$ cat src/rtl/comptest_pkg.sv
// Shared types and default sizing for the comparator scan sequencer and its counters.
// Latency: none (types and constants only).
// Backpressure: none.
package comptest_pkg;

    localparam int DAC_WIDTH_DEF    = 12;
    localparam int CNT_WIDTH_DEF    = 16;
    localparam int WDOG_CYCLES_DEF  = 1024;
    localparam int DRAIN_CYCLES_DEF = 3;

    // Scan sequencer states, in the order a normal step walks through them.
    typedef enum logic [2:0] {
        ST_IDLE   = 3'd0,
        ST_LOAD   = 3'd1,
        ST_SETTLE = 3'd2,
        ST_FIRE   = 3'd3,
        ST_WAIT   = 3'd4,
        ST_DRAIN  = 3'd5,
        ST_REPORT = 3'd6,
        ST_STEP   = 3'd7
    } scan_state_e;

endpackage

$ cat src/rtl/scan_step_counter.sv
// Delay (settle/drain), pulse and watchdog counters for one scan step, with terminal-count flags.
// Latency: flags are combinational from the registered counts; counts update one cycle after enable.
// Backpressure: none; the owning FSM holds enables low whenever it is stalled elsewhere.
module scan_step_counter
    import comptest_pkg::*;
#(
    parameter int CNT_WIDTH   = CNT_WIDTH_DEF,
    parameter int WDOG_CYCLES = WDOG_CYCLES_DEF
) (
    input  logic                 clock,
    input  logic                 reset_n,
    input  logic                 dly_en,
    input  logic [CNT_WIDTH-1:0] dly_target,
    output logic                 dly_tc,
    input  logic                 pulse_clr,
    input  logic                 pulse_inc,
    input  logic [CNT_WIDTH-1:0] pulse_target,
    output logic                 pulse_last,
    input  logic                 wdog_en,
    output logic                 wdog_tc
);

    localparam int                  WDOG_W    = $clog2(WDOG_CYCLES + 1);
    localparam logic [WDOG_W-1:0]   WDOG_LAST = WDOG_W'(WDOG_CYCLES - 1);
    localparam logic [CNT_WIDTH:0]  ONE_EXT   = (CNT_WIDTH + 1)'(1);

    logic [CNT_WIDTH-1:0] dly_q, dly_d;
    logic [CNT_WIDTH-1:0] pulse_q, pulse_d;
    logic [WDOG_W-1:0]    wdog_q, wdog_d;

    // The delay counter is free-running while enabled and parked at zero otherwise,
    // so each SETTLE/DRAIN visit starts from a clean count. A target of 0 acts as 1.
    assign dly_tc     = ({1'b0, dly_q} + ONE_EXT) >= {1'b0, dly_target};
    // The pulse now finishing is the last when count+1 reaches the target (0 acts as 1).
    assign pulse_last = ({1'b0, pulse_q} + ONE_EXT) >= {1'b0, pulse_target};
    assign wdog_tc    = wdog_en && (wdog_q == WDOG_LAST);

    // Next-count logic for all three counters.
    always_comb begin
        dly_d   = dly_en ? dly_q + CNT_WIDTH'(1) : '0;
        wdog_d  = wdog_en ? wdog_q + WDOG_W'(1) : '0;
        pulse_d = pulse_q;
        if (pulse_clr) begin
            pulse_d = '0;
        end else if (pulse_inc) begin
            pulse_d = pulse_q + CNT_WIDTH'(1);
        end
    end

    // Counter registers.
    always_ff @(posedge clock or negedge reset_n) begin
        if (!reset_n) begin
            dly_q   <= '0;
            pulse_q <= '0;
            wdog_q  <= '0;
        end else begin
            dly_q   <= dly_d;
            pulse_q <= pulse_d;
            wdog_q  <= wdog_d;
        end
    end

endmodule

$ cat src/rtl/comparator_scan_sequencer.sv
// Sweeps the comparator DAC over a range, fires N injector pulses per setting and reports errors per step.
// Latency: all outputs registered; one result per step after settle + N pulse round trips + drain.
// Backpressure: stalls in REPORT holding result_valid until result_ready; SCAN_EARLY_STOP_EN ends the scan after two error-free steps.
module comparator_scan_sequencer
    import comptest_pkg::*;
#(
    parameter int DAC_WIDTH    = DAC_WIDTH_DEF,
    parameter int CNT_WIDTH    = CNT_WIDTH_DEF,
    parameter int WDOG_CYCLES  = WDOG_CYCLES_DEF,
    parameter int DRAIN_CYCLES = DRAIN_CYCLES_DEF
) (
    input  logic                 clock,
    input  logic                 reset_n,
    input  logic                 start,
    input  logic                 abort,
    input  logic [DAC_WIDTH-1:0] dac_start,
    input  logic [DAC_WIDTH-1:0] dac_stop,
    input  logic [DAC_WIDTH-1:0] dac_step,
    input  logic [CNT_WIDTH-1:0] pulses_per_step,
    input  logic [CNT_WIDTH-1:0] settle_cycles,
    output logic [DAC_WIDTH-1:0] dac_value,
    output logic                 dac_load,
    output logic                 fire_pulse,
    input  logic                 pulser_ready,
    input  logic [31:0]          errcnt,
    output logic                 errcnt_rst,
    output logic                 result_valid,
    input  logic                 result_ready,
    output logic [DAC_WIDTH-1:0] result_dac,
    output logic [31:0]          result_errcnt,
    output logic                 busy,
    output logic                 done,
    output logic                 aborted,
    output logic                 timeout_err
);

    scan_state_e          state_q, state_d;
    logic [DAC_WIDTH-1:0] dac_value_q, dac_value_d;
    logic [DAC_WIDTH-1:0] result_dac_q, result_dac_d;
    logic [31:0]          result_errcnt_q, result_errcnt_d;
    logic                 dac_load_q, dac_load_d;
    logic                 errcnt_rst_q, errcnt_rst_d;
    logic                 fire_pulse_q, fire_pulse_d;
    logic                 result_valid_q, result_valid_d;
    logic                 busy_q, busy_d;
    logic                 done_q, done_d;
    logic                 aborted_q, aborted_d;
    logic                 timeout_err_q, timeout_err_d;

    logic [DAC_WIDTH-1:0] step_eff;
    logic [DAC_WIDTH:0]   dac_next;
    logic                 range_end;
    logic                 early_stop;

    logic                 dly_en, dly_tc, pulse_clr, pulse_inc, pulse_last, wdog_en, wdog_tc;
    logic [CNT_WIDTH-1:0] dly_target;

    // Next DAC value computed one bit wider so wrapping past full scale is seen as a carry.
    assign step_eff  = (dac_step == '0) ? DAC_WIDTH'(1) : dac_step;
    assign dac_next  = {1'b0, dac_value_q} + {1'b0, step_eff};
    assign range_end = dac_next[DAC_WIDTH] || (dac_next[DAC_WIDTH-1:0] > dac_stop);

`ifdef SCAN_EARLY_STOP_EN
    logic prev_zero_q, prev_zero_d;

    assign early_stop = prev_zero_q && (result_errcnt_q == '0);

    // Remember whether the previously reported step was error-free; a new scan forgets it.
    always_comb begin
        prev_zero_d = prev_zero_q;
        if (state_q == ST_IDLE && start) begin
            prev_zero_d = 1'b0;
        end else if (state_q == ST_STEP) begin
            prev_zero_d = (result_errcnt_q == '0);
        end
    end

    // Early-stop history register.
    always_ff @(posedge clock or negedge reset_n) begin
        if (!reset_n) begin
            prev_zero_q <= 1'b0;
        end else begin
            prev_zero_q <= prev_zero_d;
        end
    end
`else
    assign early_stop = 1'b0;
`endif

    // Settle and drain share one delay counter; they never overlap.
    assign dly_en     = (state_q == ST_SETTLE) || (state_q == ST_DRAIN);
    assign dly_target = (state_q == ST_DRAIN) ? CNT_WIDTH'(DRAIN_CYCLES) : settle_cycles;
    assign pulse_clr  = (state_q == ST_LOAD);
    assign pulse_inc  = (state_q == ST_DRAIN) && dly_tc;
    assign wdog_en    = (state_q == ST_FIRE) || (state_q == ST_WAIT);

    scan_step_counter #(
        .CNT_WIDTH   (CNT_WIDTH),
        .WDOG_CYCLES (WDOG_CYCLES)
    ) u_step_counter (
        .clock        (clock),
        .reset_n      (reset_n),
        .dly_en       (dly_en),
        .dly_target   (dly_target),
        .dly_tc       (dly_tc),
        .pulse_clr    (pulse_clr),
        .pulse_inc    (pulse_inc),
        .pulse_target (pulses_per_step),
        .pulse_last   (pulse_last),
        .wdog_en      (wdog_en),
        .wdog_tc      (wdog_tc)
    );

    // Next-state and next-output logic; outputs are derived from the next state so they register in step with it.
    always_comb begin
        state_d         = state_q;
        dac_value_d     = dac_value_q;
        result_dac_d    = result_dac_q;
        result_errcnt_d = result_errcnt_q;
        timeout_err_d   = timeout_err_q;
        done_d          = 1'b0;
        aborted_d       = 1'b0;

        case (state_q)
            ST_IDLE: begin
                if (start) begin
                    state_d       = ST_LOAD;
                    dac_value_d   = dac_start;
                    timeout_err_d = 1'b0;
                end
            end
            ST_LOAD: begin
                state_d = ST_SETTLE;
            end
            ST_SETTLE: begin
                if (dly_tc) begin
                    state_d = ST_FIRE;
                end
            end
            ST_FIRE: begin
                if (wdog_tc) begin
                    state_d       = ST_REPORT;
                    timeout_err_d = 1'b1;
                end else if (!pulser_ready) begin
                    state_d = ST_WAIT;
                end
            end
            ST_WAIT: begin
                // A returning pulser_ready beats a watchdog expiring in the same cycle.
                if (pulser_ready) begin
                    state_d = ST_DRAIN;
                end else if (wdog_tc) begin
                    state_d       = ST_REPORT;
                    timeout_err_d = 1'b1;
                end
            end
            ST_DRAIN: begin
                if (dly_tc) begin
                    state_d = pulse_last ? ST_REPORT : ST_FIRE;
                end
            end
            ST_REPORT: begin
                if (result_valid_q && result_ready) begin
                    state_d = ST_STEP;
                end
            end
            ST_STEP: begin
                if (range_end || early_stop) begin
                    state_d = ST_IDLE;
                    done_d  = 1'b1;
                end else begin
                    state_d     = ST_LOAD;
                    dac_value_d = dac_next[DAC_WIDTH-1:0];
                end
            end
        endcase

        // Abort wins everywhere but leaves the DAC setting and watchdog flag as they were.
        if (abort) begin
            state_d       = ST_IDLE;
            dac_value_d   = dac_value_q;
            timeout_err_d = timeout_err_q;
            done_d        = 1'b0;
            aborted_d     = (state_q != ST_IDLE);
        end

        // Snapshot the step result on entry to REPORT so it stays stable while stalled.
        if ((state_d == ST_REPORT) && (state_q != ST_REPORT)) begin
            result_dac_d    = dac_value_q;
            result_errcnt_d = errcnt;
        end

        dac_load_d     = (state_d == ST_LOAD);
        errcnt_rst_d   = (state_d == ST_LOAD);
        fire_pulse_d   = (state_d == ST_FIRE);
        result_valid_d = (state_d == ST_REPORT);
        busy_d         = (state_d != ST_IDLE);
    end

    // FSM state and registered outputs.
    always_ff @(posedge clock or negedge reset_n) begin
        if (!reset_n) begin
            state_q         <= ST_IDLE;
            dac_value_q     <= '0;
            result_dac_q    <= '0;
            result_errcnt_q <= '0;
            dac_load_q      <= 1'b0;
            errcnt_rst_q    <= 1'b0;
            fire_pulse_q    <= 1'b0;
            result_valid_q  <= 1'b0;
            busy_q          <= 1'b0;
            done_q          <= 1'b0;
            aborted_q       <= 1'b0;
            timeout_err_q   <= 1'b0;
        end else begin
            state_q         <= state_d;
            dac_value_q     <= dac_value_d;
            result_dac_q    <= result_dac_d;
            result_errcnt_q <= result_errcnt_d;
            dac_load_q      <= dac_load_d;
            errcnt_rst_q    <= errcnt_rst_d;
            fire_pulse_q    <= fire_pulse_d;
            result_valid_q  <= result_valid_d;
            busy_q          <= busy_d;
            done_q          <= done_d;
            aborted_q       <= aborted_d;
            timeout_err_q   <= timeout_err_d;
        end
    end

    assign dac_value     = dac_value_q;
    assign dac_load      = dac_load_q;
    assign errcnt_rst    = errcnt_rst_q;
    assign fire_pulse    = fire_pulse_q;
    assign result_valid  = result_valid_q;
    assign result_dac    = result_dac_q;
    assign result_errcnt = result_errcnt_q;
    assign busy          = busy_q;
    assign done          = done_q;
    assign aborted       = aborted_q;
    assign timeout_err   = timeout_err_q;

endmodule

$ cat config.mk
export PLATFORM = sky130hd
export DESIGN_NAME = comparator_scan_sequencer
export DESIGN_NICKNAME = d
export VERILOG_FILES = /design/src/rtl/comptest_pkg.sv /design/src/rtl/scan_step_counter.sv /design/src/rtl/comparator_scan_sequencer.sv
export SDC_FILE = /design/constraint.sdc
export NUM_CORES = 1
export LEC_CHECK = 0
export BUFFER_PORTS_ARGS = -buffer_cell sky130_fd_sc_hd__buf_2
export CAP_MARGIN = 10
export CORE_MARGIN = 3
export CORE_UTILIZATION = 45
export CTS_CLUSTER_SIZE = 12
export DETAILED_ROUTE_END_ITERATION = 10
export GPL_TIMING_DRIVEN = 0
export PLACE_DENSITY_LB_ADDON = 0.3
export SYNTH_ARGS = -nofsm -noshare
export SYNTH_HDL_FRONTEND = slang
export SYNTH_SLANG_ARGS = --single-unit
$ cat constraint.sdc
create_clock -name clock -period 5 [get_ports clock]
set_clock_uncertainty 0.1 [all_clocks]
set_input_delay 1.25 -clock clock [delete_from_list [all_inputs] [get_ports clock]]
set_output_delay 1.25 -clock clock [all_outputs]
set_load 0.05 [all_outputs]
# == Word-level counts from Yosys, hierarchy flattened ==
# Cells that the tools add are included.
# totals
out_inout_bits,64
input_bits,106
register_bits,109
word_cells,84
# classes
reduce_logical,16
addsub,6
eq_ne,15
n_lt_le_gt_ge,3
muxes,29
bitwise,1
# ops
op,count
two-way mux 16 bit,4
two-way mux 12 bit,3
"adder 16 x 1 -> 17 bit, second input constant",2
greater-or-equal comparator 17 x 16 -> 1 bit,2
"adder 16 x 1 -> 16 bit, second input constant",2
two-way mux 3 bit,10
one-hot mux 12 bit (2 select lines),1
one-hot mux 3 bit (8 select lines),1
"equality test 3 bit, second input constant",5
adder 12 x 12 -> 13 bit,1
> comparator 12 bit,1
logical NOT 12 bit,1
"adder 11 x 1 -> 11 bit, second input constant",1
"equality test 11 x 10 -> 1 bit, second input constant",1
two-way mux 11 bit,1
"equality test 3 x 2 -> 1 bit, second input constant",3
nonzero test 3 bit,3
two-way mux 1 bit,8
AND reduction 4 bit,2
"equality test 3 x 1 -> 1 bit, second input constant",2
"!= test 2 bit, second input constant",3
logical AND 1 bit,4
nonzero test 2 bit,2
logical NOT 3 bit,1
other kinds (4),6

# == Depth between registers and ports, before layout ==
# logic_depth
depth_word,10
depth_mapped,19
depth_no_buf,18

# == By module ==
# From an unflattened synthesis, not the netlist that was laid out.
# unflattened
cells_unflattened,695
hier_area_um2,7076.8
# modules_own_cells
module,cells_per_inst,seq_area_each_um2,n_inst,area_per_inst_um2
comparator_scan_sequencer,355,1651.6,1,4015.1
scan_step_counter,340,1076.0,1,3061.7

# == Worst setup path after synthesis ==
# Ideal clock, no wire load.
# synth_path
path_kind,input port to flip-flop
start,input dac_step[8]
end,register dac_value_q[3] (netlist: dac_value[3])
path_buffers,1
path_stages,19
t_required_ns,4.822
arrival_ns,4.788
setup_ns,0.078
path_slack_ns,0.035
cell_sequence,nor3_1 > a31o_2 > ha_1 > fa_1 > a21oi_1 > o211ai_1 > o41ai_1 > o21a_1 > xnor2_1 > ha_1 > nand2_1 > o21a_1 > o211ai_1 > o21ai_0 > nand3_1 > a21oi_1 > clkbuf_1 > nor2_1 > a21oi_1
# synth_between
elab_chain_cells,7
word_cells_on_any_way,9
classes_between,add/sub: 1; order compare: 1; eq/ne: 1; mux: 3; reduce/logical: 3
# synth_rtl
element,line_no,source
start: declaration,comparator_scan_sequencer.sv:18,"input logic [DAC_WIDTH-1:0] dac_step,"
logical NOT 12 bit,comparator_scan_sequencer.sv:59,assign step_eff = (dac_step == '0) ? DAC_WIDTH'(1) : dac_step;
two-way mux 12 bit (*),comparator_scan_sequencer.sv:59,
adder 12 x 12 -> 13 bit (*),comparator_scan_sequencer.sv:60,"assign dac_next = {1'b0, dac_value_q} + {1'b0, step_eff};"
> comparator 12 bit,comparator_scan_sequencer.sv:61,assign range_end = dac_next[DAC_WIDTH] || (dac_next[DAC_WIDTH-1:0] > dac_stop);
logical OR 1 bit,comparator_scan_sequencer.sv:61,
!= test 2 bit (no source line),-,
AND reduction 4 bit (no source line),-,
end signal: assignment,comparator_scan_sequencer.sv:217,dac_value_q <= dac_value_d;
end: declaration,comparator_scan_sequencer.sv:38,"logic [DAC_WIDTH-1:0] dac_value_q, dac_value_d;"
# Mark *: on every way between the ends. The rest lies on a longest branch, timed or not. The select of a mux whose other input is x is not followed.
# A chain may end at the register's enable or synchronous reset.

# == Worst setup path after layout ==
# layout_path
start,input dac_step[8]
end,register dac_value_q[2] (netlist: dac_value[2])
# The elaborated chain is that of the path after synthesis.

==> flow_summary.yaml <==
placement:
  globalplace.congestion: 0.8742
  hpwl_microns: 12060
  place_ws_ps: -1033
  port_buffers: 169
  dp.cells: 1034
logic_synthesis:
  synth_xor_area_share_pct: 6.073
  synth_top_family_by_area: "simple AND/OR/NAND/NOR gates"
  synthDistinctLibCells: 57
  synthSimpleGateAreaFrac_pct: 15.13
  ys_async_sr_fraction_pct: 100.0
  syn_area_sq_mm: 0.006634
  syn-instance-count: 684
  seq_area_frac_synth_pct: 41.12
  ys.flop_type: "dfrtp_1"
  yosys_warnings: 0
  yosys.area_share.adder_pct: 11.43
  synth-seq-cells: 109
  syn_area_per_cell_sq_um: 9.699
  synth_compound_area_share_pct: 11.75
  syn_nets: 850
  synthMuxAreaShare_pct: 9.317
  synth_edf_count: 0
cells_and_area:
  diodes: 0
  layout_commonest_cell: "buf_2"
  mostFrequentLayoutCells: "buf_2, dfrtp_1, nor2_1"
  drive_gt1_share_pct: 30.01
  layout.cells.non_filler: 1053
  n_fill_cell: 1283
  fin_nets: 1034
  syn_to_final_growth_pct: 22.61
hold_path:
  hold_depth: 1
  min_from: "u_step_counter.wdog_q[0]"
  worstHoldEndpoint: "u_step_counter.wdog_q[0]"
  hold_class: "flip-flop to flip-flop"
floorplan:
  num_rows: 43
  coreArea_sq_mm: 0.01415
  floorplan.initialDensity_pct: 46.88
  die_y_microns: 127.4
  die_w_microns: 127.4
  design.die.area_sq_mm: 0.01623
  top_level_ports: 170
route:
  initialDrtViolationCount: 246
  firstDrtPassIters: 4
  detail-route-antenna-nets: 0
  remaining_drc_errors: 0
  route.vias.total: 5443
  wl_per_cell_microns: 14.78
  viasPerCell: 5.169
  drt-total-wl_microns: 15570
timing:
  fmax_ghz: 0.2082
  hold_viol: 0
  slew_headroom_pct: 49.94
  min_period_ps: 4803
  setup_tns_ps: 0
  worst_pin_slew_ps: 750.9
  timing.final.crit_share_pct: 96.05
  finalSetupViolCount: 0
  finalMaxSlewViolations: 0
  setup_ws_ps: 197.3
power_and_ir_drop:
  p_per_area_mw_per_mm2: 293.9
  worst_ir_drop_vdd_mv: 0.2040
  p_total_mw: 2.391
  power.leakage_nw: 4.447
cts:
  cts_buffers: 9
  cts_root_buf: "clkbuf_16"
  htree_levels: 3
  path_clk_slew_ps: 80
  hold_buffers: 0
  clock_latency_ps: 360
  cts_tree: "yes"
  clock-sinks: 109
  cts_buffer_depth: 2
run:
  cap_violations: 0
setup_path:
  start_kind: "input pin"
  ff2ff_path_depth: 15
  crit_required_ps: 5150
  crit_path_end_kind: "flip-flop"
  worstSetupPathType: "input pin to flip-flop"
  crit_fanout: 6
  r2r_slack_ps: 370
  reg2reg_to: "result_errcnt[21]"
  slowest_stage: "fa_1"
  reg2reg_from: "u_step_counter.dly_q[0]"
  slowest_delay_ps: 420
  worst_ep_arrival_time_ps: 4950
  path_cells: "buf_2 -> nor3_1 -> a31o_2 -> ha_1 -> fa_1 -> a21oi_2 -> o211ai_1 -> o41ai_2 -> o21a_1 -> xnor2_1 -> ha_1 -> nand4_1 -> nor3_1 -> a21oi_1 -> o21ai_2 -> nand3_2 -> a21oi_4 -> mux2_2"
grt:
  grt_pass1_vias: 5364
  grt_usage_pct: 19.52
  overflow: 0
  grt_antenna_before_repair: 1
  grt_pass1_wl_microns: 25770
  grt_max_degree: 73
outcome:
  status: "completed"
==> worst max path at each step <==
stage           startpoint            end  slack [ps]
3_3_place_gp   dac_step[8]  dac_value[10]       -1030
3_5_place_dp   dac_step[8]   dac_value[5]       -1030
2_1_floorplan  dac_step[8]   dac_value[3]          30
5_1_grt        dac_step[9]   dac_value[2]         -10
4_1_cts        dac_step[8]   dac_value[5]          40
6_report       dac_step[8]   dac_value[2]         200
==> synthesized netlist by cell type, drive strengths merged, types with 8 or more instances <==
cell type  number  area [sq um]
a21o           10         75.07
a21oi          44         231.5
and3           15         93.84
buf             8         66.31
clkbuf         18         67.56
dfrtp         109          2728
ha             59         738.2
inv            55         206.5
mux2           46         518.0
mux2i          10         100.1
nand2          47         176.4
nand3          27         135.1
nand4          10         62.56
nor2           75         281.5
nor3           13         65.06
o21ai          25         128.9
xnor2          29         254.0
xor2           17         148.9
==> layer usage <==
layer  vias to the layer above  wire length (microns)  GRT usage (%)
met3                        11                    922          5.853
met1                      2566                   7152          26.33
met2                       122                   7367          31.53
met5                         -                      9              0
li1                       2742                      -              -
met4                         2                    113          3.596
==> area by class of cell <==
cell class,count,area [sq um],area share (%)
Buffer,26,145.1,1.784
Clock buffer,9,225.2,2.769
Clock inverter,7,90.09,1.108
Inverter,56,210.2,2.584
Multi-Input combinational cell,493,3608,44.36
Sequential cell,109,2728,33.53
Tap cell,180,225.2,2.769
Timing Repair Buffer,173,902.1,11.09
==> through the flow <==
stage	util [%]	cell area [sq um]	hold WS (ps)
finish	57.49	8134	385.6
floorplan	-	6634	353.5
CTS	57.16	8088	390.4
detailed placement	54.69	7739	376.0
global placement	54.45	7705	377.6
global route	57.49	8134	421.6
==> state kept, by name, indices dropped and copies added, names as in the netlist, 3 cells and up <==
name / flops
u_step_counter.wdog_q: 11
result_errcnt: 32
state_q: 3
result_dac: 12
u_step_counter.dly_q: 16
u_step_counter.pulse_q: 16
dac_value: 12
==> repair_timing <==
action                     4_1_cts  5_1_grt
pin swaps                        0        3
buffers inserted                 0        3
resized for setup                9        9
setup endpoints to repair       13       17
==> power breakdown <==
part | internal [mW] | leakage [nW] | switching, mW
Combinational | 0.256 | 2.82 | 0.439
Sequential | 0.920 | 1.48 | 0.0373
Clock | 0.362 | 0.150 | 0.377
Total | 1.54 | 4.45 | 0.853
==> kinds of logic (layout without fill, tap and decap cells) <==
family | Yosys count | in the layout
XOR/XNOR | 46 | 46
adder cells (fa/ha/maj) | 60 | 60
AO/OA/AOI/OAI | 117 | 117
AND/OR/NAND/NOR | 214 | 214
buffers and inverters | 82 | 271
multiplexers | 56 | 56
flip-flops | 109 | 109
==> worst max-delay path: cells and delay by family <==
kind,cells,cell delay [ps]
compound gates,8,1600
xor+xnor,1,90
buf+inv,1,90
mux,1,370
fa+ha+maj,3,930
simple gates,4,600
Power figures use the tool's default switching activity.
